==> config.mk <==
export PLATFORM = sky130hd
export DESIGN_NAME = spectrum_frame_ctrl
export DESIGN_NICKNAME = d
export VERILOG_FILES = /design/src/rtl/spec_disp_pkg.sv /design/src/rtl/cdc_edge_sync.sv /design/src/rtl/spectrum_frame_ctrl.sv
export SDC_FILE = /design/constraint.sdc
export NUM_CORES = 1
export LEC_CHECK = 0
export BUFFER_PORTS_ARGS = -buffer_cell sky130_fd_sc_hd__buf_2
export CAP_MARGIN = 10
export CORE_MARGIN = 2
export CORE_UTILIZATION = 52
export DETAILED_ROUTE_END_ITERATION = 6
export HOLD_SLACK_MARGIN = 0.08
export MAX_ROUTING_LAYER = met4
export PLACE_DENSITY = 0.79
export SYNTH_ARGS = -nofsm -noshare
export SYNTH_HDL_FRONTEND = slang
export SYNTH_SLANG_ARGS = --single-unit
==> constraint.sdc <==
create_clock -name clk_50m -period 2.6 [get_ports clk_50m]
set_input_delay 0.52 -clock clk_50m [delete_from_list [all_inputs] [get_ports clk_50m]]
set_output_delay 0.52 -clock clk_50m [all_outputs]
set_load 0.03 [all_outputs]
==> src/rtl/spec_disp_pkg.sv <==
// Shared constants, FSM state type and helpers for the spectrum display frame controller.
package spec_disp_pkg;

  localparam int unsigned BINS        = 256;   // samples per frame, sop..eop inclusive
  localparam int unsigned DW          = 32;    // sample / FIFO data width
  localparam int unsigned SCALE_SHIFT = 4;     // right shift before clipping
  localparam int unsigned MAX_LEN     = 1023;  // clip ceiling of the bar length
  localparam int unsigned FLUSH_CYC   = 8;     // cycles fifo_flush is held after an error

  localparam int unsigned BIN_CW   = $clog2(BINS);
  localparam int unsigned FLUSH_CW = $clog2(FLUSH_CYC + 1);
  localparam int unsigned STAT_W   = 16;

  typedef enum logic [2:0] {
    IDLE,
    WAIT_SOP,
    CAPTURE,
    HOLD,
    FLUSH
  } state_t;

  // Increment that sticks at all-ones.
  function automatic logic [STAT_W-1:0] sat_inc(input logic [STAT_W-1:0] v);
    return (v == '1) ? v : v + STAT_W'(1);
  endfunction

endpackage

==> src/rtl/cdc_edge_sync.sv <==
// Two-flop synchroniser followed by a registered rising-edge detector.
// A transition on level shows up as a one-cycle rise pulse 3 clk cycles later.
//  clk    in  destination clock
//  rst_n  in  asynchronous active-low reset
//  level  in  asynchronous level from another clock domain
//  rise   out one-cycle pulse on a synchronised 0->1 transition
module cdc_edge_sync (
  input  logic clk,
  input  logic rst_n,
  input  logic level,
  output logic rise
);

  logic meta;
  logic sync;
  logic sync_d;

  always_ff @(posedge clk or negedge rst_n) begin
    if (!rst_n) begin
      meta   <= 1'b0;
      sync   <= 1'b0;
      sync_d <= 1'b0;
      rise   <= 1'b0;
    end else begin
      meta   <= level;
      sync   <= meta;
      sync_d <= sync;
      rise   <= sync & ~sync_d;
    end
  end

endmodule

==> src/rtl/spectrum_frame_ctrl.sv <==
// Captures one complete FFT spectrum frame per display request into the display FIFO,
// scaling and clipping each sample to a bar length. Bad frames are dropped with a flush.
//  clk_50m       in  system clock
//  rst_n         in  asynchronous active-low reset
//  fft_data      in  spectrum magnitude sample
//  fft_valid     in  sample valid
//  fft_sop       in  first sample of frame
//  fft_eop       in  last sample of frame
//  data_req      in  display frame request (pixel domain level)
//  wr_over       in  display finished reading (pixel domain level)
//  fifo_full     in  display FIFO full
//  fifo_wr_req   out FIFO write enable
//  fifo_wr_data  out scaled/clipped bar length
//  fifo_flush    out FIFO reset request
//  busy          out waiting for sop or capturing
//  frame_done    out pulse with the last write of a good frame
//  frame_err     out pulse on a discarded frame
//  frame_cnt     out good frames (wrapping)
//  err_cnt       out discarded frames (saturating)
module spectrum_frame_ctrl
  import spec_disp_pkg::*;
(
  input  logic              clk_50m,
  input  logic              rst_n,
  input  logic [DW-1:0]     fft_data,
  input  logic              fft_valid,
  input  logic              fft_sop,
  input  logic              fft_eop,
  input  logic              data_req,
  input  logic              wr_over,
  input  logic              fifo_full,
  output logic              fifo_wr_req,
  output logic [DW-1:0]     fifo_wr_data,
  output logic              fifo_flush,
  output logic              busy,
  output logic              frame_done,
  output logic              frame_err,
  output logic [STAT_W-1:0] frame_cnt,
  output logic [STAT_W-1:0] err_cnt
);

  state_t              state;
  state_t              state_nxt;
  logic [BIN_CW-1:0]   bin_cnt;
  logic [FLUSH_CW-1:0] flush_tmr;

  logic                req_rise;
  logic                over_rise;
  logic                accept;
  logic                last;
  logic                to_flush;
  logic                at_last;
  logic                cap_err;
  logic [DW-1:0]       scaled;
  logic [DW-1:0]       clipped;

  cdc_edge_sync u_req_sync (
    .clk   (clk_50m),
    .rst_n (rst_n),
    .level (data_req),
    .rise  (req_rise)
  );

  cdc_edge_sync u_over_sync (
    .clk   (clk_50m),
    .rst_n (rst_n),
    .level (wr_over),
    .rise  (over_rise)
  );

  // Scale and clip to the bar length.
  assign scaled  = fft_data >> SCALE_SHIFT;
  assign clipped = (scaled > DW'(MAX_LEN)) ? DW'(MAX_LEN) : scaled;

  // eop must land exactly on the last bin; early eop and missing eop are both a mismatch.
  assign at_last = (bin_cnt == BIN_CW'(BINS - 1));
  assign cap_err = fifo_full | fft_sop | (fft_eop ^ at_last);

  // Next state and per-sample decisions.
  always_comb begin
    state_nxt = state;
    accept    = 1'b0;
    last      = 1'b0;
    to_flush  = 1'b0;
    case (state)
      IDLE: begin
        if (req_rise) state_nxt = WAIT_SOP;
      end
      WAIT_SOP: begin
        if (fft_valid && fft_sop) begin
          // A first sample that cannot be written, or a one-sample frame, is dropped.
          if (fifo_full || fft_eop) begin
            to_flush  = 1'b1;
            state_nxt = FLUSH;
          end else begin
            accept    = 1'b1;
            state_nxt = CAPTURE;
          end
        end
      end
      CAPTURE: begin
        if (fft_valid) begin
          if (cap_err) begin
            to_flush  = 1'b1;
            state_nxt = FLUSH;
          end else begin
            accept = 1'b1;
            if (fft_eop) begin
              last      = 1'b1;
              state_nxt = HOLD;
            end
          end
        end
      end
      HOLD: begin
        if (over_rise) state_nxt = IDLE;
      end
      FLUSH: begin
        if (flush_tmr == FLUSH_CW'(FLUSH_CYC - 1)) state_nxt = WAIT_SOP;
      end
      default: state_nxt = IDLE;
    endcase
  end

  // State, write path, status pulses and statistics.
  always_ff @(posedge clk_50m or negedge rst_n) begin
    if (!rst_n) begin
      state        <= IDLE;
      bin_cnt      <= '0;
      flush_tmr    <= '0;
      fifo_wr_req  <= 1'b0;
      fifo_wr_data <= '0;
      fifo_flush   <= 1'b0;
      busy         <= 1'b0;
      frame_done   <= 1'b0;
      frame_err    <= 1'b0;
      frame_cnt    <= '0;
      err_cnt      <= '0;
    end else begin
      state       <= state_nxt;
      busy        <= (state_nxt == WAIT_SOP) || (state_nxt == CAPTURE);
      fifo_flush  <= (state_nxt == FLUSH);
      fifo_wr_req <= accept;
      frame_done  <= last;
      frame_err   <= to_flush;
      flush_tmr   <= (state == FLUSH) ? flush_tmr + FLUSH_CW'(1) : '0;
      if (accept) begin
        fifo_wr_data <= clipped;
        bin_cnt      <= (state == WAIT_SOP) ? BIN_CW'(1) : bin_cnt + BIN_CW'(1);
      end
      // Counters trail their pulses by one cycle.
      if (frame_done) frame_cnt <= frame_cnt + STAT_W'(1);
      if (frame_err)  err_cnt   <= sat_inc(err_cnt);
    end
  end

endmodule

* Word-level counts from Yosys, hierarchy flattened
Cells that the tools add are included.
** Word-level totals
- Word-level logic and storage cells :: 73
- Output and inout port bits :: 69
- Register bits after elaboration :: 92
- Input port bits :: 40
** Cells by class
- Reduce and logical (&&, ||, !) cells :: 5
- Add/subtract/negate cells :: 4
- Mux-type cells :: 26
- Order comparisons :: 1
- Equality and inequality tests :: 10
- Bitwise gates (word level) :: 8
** Operators by type and width (number)
- $add 16x1->16 const B :: 2
- $gt 28x10->1 const B :: 1
- $mux 28 :: 1
- $mux 3 :: 8
- $eq 16x16->1 const B :: 1
- $pmux 3 s5 :: 1
- $mux 1 :: 12
- $eq 3x2->1 const B :: 3
- $add 8x1->8 const B :: 1
- $eq 8x8->1 const B :: 1
- $mux 8 :: 1
- $eq 3x1->1 const B :: 2
- $eq 3x3->1 const B :: 2
- $add 4x1->4 const B :: 1
- $eq 4x3->1 const B :: 1
- $mux 4 :: 1
- $pmux 1 s2 :: 2
- $logic_not 3->1 :: 1
- $not 1->1 :: 3
- $and 1x1->1 :: 2
- $logic_or 1x1->1 :: 2
- $or 1x1->1 :: 2
- $reduce_and 2->1 :: 1
- $logic_and 1x1->1 :: 1
- $xor 1x1->1 :: 1

* Depth between registers and ports, before layout
Gate-level depths: netlist of the first run.
- Depth in word-level cells :: 8
- Depth in mapped cells :: 7
- Mapped depth without buffers :: 5

* Hierarchy
Synthesis of the first run repeated with hierarchy kept, for this count alone.
** Second synthesis, totals
- Cells, all modules :: 332
- Area, all modules :: 3828.7 µm²
** Modules (own cells, without submodules)
- spectrum_frame_ctrl :: cells each 322, area each 3601.0 µm², instances 1, sequential area each 2001.9 µm²
- cdc_edge_sync :: cells each 5, area each 113.9 µm², instances 2, sequential area each 100.1 µm²

* Worst setup path after synthesis of the first run
No wires, ideal clock.
- Path kind :: flip-flop to flip-flop
- Start :: reg bin_cnt[0]
- End :: reg fifo_wr_data[0]
- Data arrival time :: 1819 ps
- Period minus slack after synthesis :: 1944 ps
- Buffers on the path :: 2
- Setup slack :: 656 ps
- Library setup time :: 125 ps
- Data required time :: 2475 ps
- Cell stages (with the launch flop) :: 8
- Path through :: dfrtp_1 > ha_1 > and3_1 > buf_2 > and2_1 > o311ai_4 > buf_8 > mux2_4
** On the way
- Cells in the longest elaborated chain, start to end :: 6
** RTL lines
- start: declaration :: line spectrum_frame_ctrl.sv:44 : logic [BIN_CW-1:0] bin_cnt;
- start signal: assignment :: line spectrum_frame_ctrl.sv:149 : bin_cnt <= (state == WAIT_SOP) ? BIN_CW'(1) : bin_cnt + BIN_CW'(1);
- $eq 8x8->1 :: line spectrum_frame_ctrl.sv:76 : assign at_last = (bin_cnt == BIN_CW'(BINS - 1));
- $xor 1x1->1 :: line spectrum_frame_ctrl.sv:77 : assign cap_err = fifo_full | fft_sop | (fft_eop ^ at_last);
- $or 1x1->1 :: line spectrum_frame_ctrl.sv:77
- $mux 1 :: line spectrum_frame_ctrl.sv:103 : if (cap_err) begin
- $mux 1 :: line spectrum_frame_ctrl.sv:102 : if (fft_valid) begin
- $pmux 1 s2 :: line spectrum_frame_ctrl.sv:85 : case (state)
- end signal: assignment :: line spectrum_frame_ctrl.sv:148 : fifo_wr_data <= clipped;
- end: declaration :: line spectrum_frame_ctrl.sv:33 : output logic [DW-1:0] fifo_wr_data,
No other way between the ends.
A chain may end at the register's enable or synchronous reset.

* Final worst setup path of the first run
- Start :: reg bin_cnt[0]
- End :: reg fifo_wr_data[9]
The elaborated chain is that of the path after synthesis.

==> impl_metrics.tcl, run 1 <==
set metrics [dict create \
    worst_reg2reg_path_startpoint "bin_cnt[0]$_DFFE_PN0P_" \
    antenna_violations_before_repair 0 \
    drive_above_1_share_pct 31.08 \
    timing.fmax_mhz 478.7 \
    synth-seq-cells 88 \
    cp-start-kind "flop" \
    critPathArrivalTime_ns 2.33 \
    tns_ns 0 \
    buffer_ports.inserted 100 \
    share_clk_of_total_power_pct 27.5 \
    dieHeight_um 90.92 \
    power_switching_w 0.001130 \
    number_of_cells_produced_by_synthesis 332 \
    vias_in_the_first_global_route 2890 \
    status "finished, final reports clean" \
    pwr-share-comb_pct 23.2 \
    globalplace.congestion 0.8173 \
    timing_worst_setup_path_type "reg2reg" \
    timing.slew.headroom_pct 57.68 \
    netlist_area_um2 3929 \
    switching_share_pct 33.08 \
    asyncSetResetFlopFracSynth_pct 100.0 \
    die_area_um2 8266 \
    grt_usage_pct 20.81 \
    worst_skew_pair.late_latency_ns 0.36 \
    dr.first_iter.drc_count 98 \
    slowest_delay_ns 0.43 \
    clk_pin_slew_worst_paths_ns 0.10 \
    die_width_um 90.92 \
    min-delay-path-class "in2async" \
    path_max_fanout 17 \
    synthDistinctLibCells 49 \
    grt_setup_unrepaired "false" \
    vias_per_cell 5.383 \
    cts_hold_buf 0 \
    layout_overhead_on_the_synthesized_area_pct 20.38 \
    floorplan.core_area_um2 7292 \
    crit_chain "ha_1, and3_1, and2_1, o311ai_4, buf_4, mux2_4" \
    final_standard_cell_area_without_fillers_um2 4730 \
    number_of_clock_buffers_inserted_by_tritoncts 9 \
    wl_um 7924 \
    postCtsResizedCells 0 \
    setup_viol 0 \
    avgSynthCellArea_um2 11.83 \
    totalPowerFinal_w 0.003415 \
    power_report.internal_total_w 0.002285 \
    ys.flop_type "dfrtp_1" \
    drt_pre_antenna_iters 4 \
    grt_first_pass_wirelength_um 13540 \
    initial_utilization_pct 53.88 \
    detailedPlacementHpwl_um 5748 \
    cts_setup_buffers 0 \
    cts_tree "built" \
    route.detailed.drc 0 \
    wl_per_cell_um 14.59 \
    worst_slew_pin_slew_ns 0.6325 \
    nets 483 \
    worst-path-buf-inv 1 \
    min_period_over_period_pct 80.34 \
    grt_overflow 0 \
    worstSetupStartpoint "bin_cnt[0]$_DFFE_PN0P_" \
    critPathSlowestCell "dfrtp_1" \
    p_per_area_nw_per_um2 722.0 \
    place_area_um2 4534 \
    cts-root-buf "clkbuf_8" \
    reg2reg_slack_ns 0.51 \
    max-vdd-ir-drop_mv 0.4960 \
    share_seq_of_total_power_pct 49.3 \
    path_delay_family "simple AND/OR/NAND/NOR gates" \
    num_antenna_cells 0 \
    cap_viol_max_count 0 \
    worst_r2r_endpoint "fifo_wr_data[9]$_DFFE_PN0P_" \
    skew_ns 0.01537 \
    tmin_final_ns 2.089 \
    route.vias.total 2923 \
    synth_warnings 0 \
    endpoint_type_of_the_worst_setup_path "flop" \
    rows 31 \
    layout.filler_cells 617 \
    synth_edf_count 0 \
    clock_sink_count 88 \
    p_leak_nw 2.422 \
    worst_r2r_path_depth 6 \
    cts_max_level 3 \
    slew_viol_final 0 \
    maximum_number_of_pins_on_one_net_before_global_route_repair 46 \
    count_of_antenna_violating_nets_left_after_detailed_routing 0 \
    cts.path.max_buffers 2 \
    boundaryPins 109 \
    timing.final.hold_violations 0 \
    worst_ep_required_time_ns 2.84 \
    seq_area_frac_synth_pct 56.05 \
]
[layout make-up]
class	count	area, um2	area share, %
Sequential cell	88	2202	46.56
Multi-Input combinational cell	229	1637	34.60
Timing Repair Buffer	104	545.5	11.53
Clock buffer	10	127.6	2.698
Tap cell	99	123.9	2.619
Clock inverter	6	67.56	1.429
Inverter	7	26.28	0.5556
[cell usage after synthesis (2+ instances only)]
| master | n | area share (%) |
|---|---|---|
| a2111oi_0 | 2 | 0.45 |
| a211oi_1 | 4 | 0.76 |
| a21boi_0 | 3 | 0.57 |
| a21oi_1 | 7 | 0.89 |
| and3_1 | 6 | 0.96 |
| buf_2 | 3 | 0.38 |
| buf_4 | 5 | 0.96 |
| clkbuf_1 | 2 | 0.19 |
| dfrtp_1 | 88 | 56 |
| ha_1 | 4 | 1.3 |
| inv_1 | 7 | 0.67 |
| mux2_2 | 4 | 1.1 |
| mux2_4 | 10 | 3.8 |
| mux2i_1 | 6 | 1.5 |
| nand2_1 | 28 | 2.7 |
| nand2b_1 | 7 | 1.1 |
| nand3_1 | 10 | 1.3 |
| nand4_1 | 15 | 2.4 |
| nor2_1 | 16 | 1.5 |
| nor2b_1 | 20 | 3.2 |
| nor3_1 | 5 | 0.64 |
| nor4_1 | 4 | 0.64 |
| nor4bb_1 | 2 | 0.51 |
| o211ai_1 | 8 | 1.5 |
| o21ai_0 | 3 | 0.38 |
| or3_1 | 13 | 2.1 |
| xnor2_1 | 12 | 2.7 |
| xor2_1 | 17 | 3.8 |
[how the worst max path moves through the flow]
stage,to,slack (ns),depth (start not counted)
2_1_floorplan,fifo_wr_data[0]$_DFFE_PN0P_,0.66,7
3_3_place_gp,fifo_wr_data[0]$_DFFE_PN0P_,0.51,6
3_5_place_dp,fifo_wr_data[10]$_DFFE_PN0P_,0.46,7
4_1_cts,fifo_wr_data[9]$_DFFE_PN0P_,0.50,6
5_1_grt,fifo_wr_data[12]$_DFFE_PN0P_,0.38,7
6_report,fifo_wr_data[9]$_DFFE_PN0P_,0.51,6
[metal layers]
| layer | vias up | GRT usage, % | part of all wire, % |
|---|---|---|---|
| met3 | 9 | 5.593 | 5.2 |
| li1 | 1389 | - | - |
| met2 | 91 | 33.95 | 51 |
| met1 | 1434 | 25.64 | 43 |
| met5 | - | - | 0 |
| met4 | 0 | 5.934 | 0.81 |
[power by group through the flow]
stage / clock network [W] / logic, W / registers [W]
finish: 0.000938 / 0.000794 / 0.00168
global route: 0.00103 / 0.000849 / 0.00171
CTS: 0.000968 / 0.000800 / 0.00168
detailed placement: 0 / 0.000797 / 0.00171
global placement: 0 / 0.000773 / 0.00169
floorplan: 0 / 0.000302 / 0.00193
[worst reg2reg max path: stages (launching register included)]
cell and delay, ns:
dfrtp_1 0.43, ha_1 0.23, and3_1 0.26, and2_1 0.20, o311ai_4 0.20, buf_4 0.31
mux2_4 0.34
[per-stage QoR]
| step | cells | utilization, % | hold slack [ns] | worst slack [ns] |
|---|---|---|---|---|
| after floorplan | 335 | - | 0.2244 | 0.6557 |
| final | 543 | 64.86 | 0.1281 | 0.5111 |
| after global placement | 527 | 62.18 | 0.3321 | 0.5082 |
| after CTS | 543 | 64.86 | 0.1502 | 0.5014 |
| after global routing | 543 | 64.86 | 0.1615 | 0.3796 |
| after detailed placement | 527 | 62.18 | 0.3358 | 0.4625 |
[sequential cells by signal, indices dropped and copies added, names as in the netlist, 3 cells and up]
signal / flops
bin_cnt: 8
flush_tmr: 4
frame_cnt: 16
fifo_wr_data: 28
err_cnt: 16
state: 3
[cell usage in the layout, fill, tap and decap left out, drive strengths merged, types with 6 or more instances in the layout]
cell type and count:
clkbuf 10, mux2 14, and3 6, dfrtp 88, o211ai 8, mux2i 6, xor2 17, nand3 11
nand4 15, buf 104, a21oi 7, nand2 28, nor2b 20, or3 13, nor2 16, inv 9
xnor2 12, nor3 6, nand2b 7
[kinds of logic after synthesis]
group                      share of synthesized area (%)
AOI/OAI and AO/OA                                  7.166
muxes                                              6.497
and+or+nand+nor                                    19.87
DFF                                                56.05
xor gates and xnor gates                           6.465
adders and majority gates                          1.274
other                                            0.09545
buffers and inverters                              2.580
No activity file was read; power rests on OpenSTA's default activity.
==> inputs of run 2 (changes only) <==
Settings changed: CORE_UTILIZATION 52 to 47, PLACE_DENSITY 0.79 to 0.76.
Clock period 2.6 ns to 1.9 ns, I/O delays scaled along.
==> run 2 against run 1 <==
Effect of this change: power up 42%; critical endpoint is now fifo_wr_data[2]$_DFFE_PN0P_; critical path depth unchanged; wire length is 0.11% higher; die area is 10% higher; maximum frequency increased by 13%; worst hold slack improved by 0.0090 ns; highest routed layer unchanged; via count fell by 0.82%; utilization fell by 5.1 points; first-iteration DRC count is 5.1% lower; sequential power grew 35%; critical path type unchanged.
==> impl_metrics.tcl, run 2 (same netlist as run 1, synthesis figures left out) <==
set metrics [dict create \
    dr.first_iter.drc_count 93 \
    vias_in_the_first_global_route 2829 \
    worst_hold_path_depth 1 \
    vias_per_cell 5.168 \
    timing_worst_setup_path_type "reg2reg" \
    timing.slew.headroom_pct 58.44 \
    detailedPlacementHpwl_um 5824 \
    clk_pin_slew_worst_paths_ns 0.08 \
    final_standard_cell_area_without_fillers_um2 4888 \
    floorplan.core_area_um2 8175 \
    regMostFlops "fifo_wr_data" \
    cts-root-buf "clkbuf_8" \
    die_width_um 95.43 \
    worst_ep_required_time_ns 2.13 \
    p_per_area_nw_per_um2 991.1 \
    layout_overhead_on_the_synthesized_area_pct 24.43 \
    final_common_cell "buf_2" \
    globalplace.congestion 0.8752 \
    largest_register_ffs 28 \
    worst_r2r_path_depth 6 \
    worst_reg2reg_path_startpoint "bin_cnt[1]$_DFFE_PN0P_" \
    finalWorstSetupSlack_ns 0.05110 \
    critPathArrivalTime_ns 2.08 \
    buffer_ports.inserted 100 \
    worst_skew_pair.late_latency_ns 0.35 \
    wl_per_cell_um 14.14 \
    nets 495 \
    tmin_final_ns 1.849 \
    largestRegisters "fifo_wr_data x28, err_cnt x16, frame_cnt x16" \
    antenna_violations_before_repair 0 \
    count_of_antenna_violating_nets_left_after_detailed_routing 0 \
    status "finished, final reports clean" \
    layout_common_cells "99 x buf_2, 88 x dfrtp_1, 28 x nand2_1" \
    clock_sink_count 88 \
    cts_tree "built" \
    rows 33 \
    grt_first_pass_wirelength_um 12900 \
    drive_above_1_share_pct 33.77 \
    cap_viol_max_count 0 \
    grt_overflow 0 \
    worst_hold_startpoint "data_req" \
    initial_utilization_pct 48.06 \
    skew_ns 0.01140 \
    cp-start-kind "flop" \
    post-place-ws_ns 0.05543 \
    worst_slew_pin_slew_ns 0.6077 \
    num_antenna_cells 0 \
    setup_viol 0 \
    worst_r2r_endpoint "fifo_wr_data[2]$_DFFE_PN0P_" \
    tns_ns 0 \
    maximum_number_of_pins_on_one_net_before_global_route_repair 89 \
    min-delay-path-class "in2reg" \
    die_area_um2 9107 \
    p_leak_nw 2.497 \
    slew_viol_final 0 \
    endpoint_type_of_the_worst_setup_path "flop" \
    place_area_um2 4647 \
    route.detailed.drc 0 \
    grt_usage_pct 18.65 \
    hold_end "u_req_sync.meta$_DFF_PN0_" \
    dieHeight_um 95.43 \
    grt_setup_unrepaired "true" \
    path_max_fanout 17 \
    timing.final.hold_violations 0 \
    route.vias.total 2899 \
    number_of_clock_buffers_inserted_by_tritoncts 9 \
    min_period_over_period_pct 97.31 \
    timing.fmax_mhz 540.9 \
    cts_max_level 3 \
    cts_setup_buffers 0 \
    reg2reg_slack_ns 0.05 \
    drt_pre_antenna_iters 4 \
    max-vdd-ir-drop_mv 0.7698 \
    totalPowerFinal_w 0.004845 \
    wl_um 7933 \
    cts.path.max_buffers 2 \
    boundaryPins 109 \
]
run 2: worst max-delay path by stage:
stage                             endpoint  depth (start not counted)  slack (ns)                    from
5_1_grt        fifo_wr_data[0]$_DFFE_PN0P_                          6       -0.01  bin_cnt[1]$_DFFE_PN0P_
6_report       fifo_wr_data[2]$_DFFE_PN0P_                          6        0.05  bin_cnt[1]$_DFFE_PN0P_
3_5_place_dp   fifo_wr_data[3]$_DFFE_PN0P_                          6        0.06  bin_cnt[1]$_DFFE_PN0P_
2_1_floorplan  fifo_wr_data[0]$_DFFE_PN0P_                          7      -0.002  bin_cnt[0]$_DFFE_PN0P_
4_1_cts        fifo_wr_data[2]$_DFFE_PN0P_                          6        0.05  bin_cnt[1]$_DFFE_PN0P_
3_3_place_gp   fifo_wr_data[6]$_DFFE_PN0P_                          6        0.08  bin_cnt[1]$_DFFE_PN0P_
run 2: critical path, cell delays in order (launching register included):
cell and delay, ns:
dfrtp_1 0.39, ha_2 0.19, and3_4 0.21, and2_4 0.15, o311ai_4 0.28, buf_12 0.21, mux2_4 0.31
run 2: per-stage QoR:
stage,instances,hold WS (ns),util [%]
global placement,544,0.3317,56.84
detailed placement,544,0.3356,56.84
floorplan,335,0.08441,-
finish,561,0.1371,59.79
CTS,561,0.1106,59.66
global route,561,0.1059,59.79
run 2: metal layers:
layer / part of all wire, % / global-route usage (%)
met1: 44 / 23.15
met2: 50 / 29.93
met3: 4.2 / 5.138
met4: 1.4 / 5.714
met5: 0 / -
run 2: power breakdown:
group / switching [W] / leakage (nW) / internal [W] / total (W)
clock: 0.000656 / 0.108 / 0.000750 / 0.00141
combinational: 0.000701 / 1.22 / 0.000466 / 0.00117
sequential: 0.000175 / 1.16 / 0.00210 / 0.00227
total: 0.00153 / 2.50 / 0.00331 / 0.00484
run 2: what timing repair did:
action,4_1_cts,5_1_grt
hold buffers,1,0
resized for setup,0,4
endpoints found under the setup margin,0,21
endpoints found under the hold margin,72,0
run 2: area by class of cell:
class / instances / area, um2
Clock buffer: 10 / 127.6
Clock inverter: 6 / 92.59
Fill cell: 708 / 3287
Inverter: 7 / 26.28
Multi-Input combinational cell: 229 / 1654
Sequential cell: 88 / 2202
Tap cell: 105 / 131.4
Timing Repair Buffer: 116 / 654.4
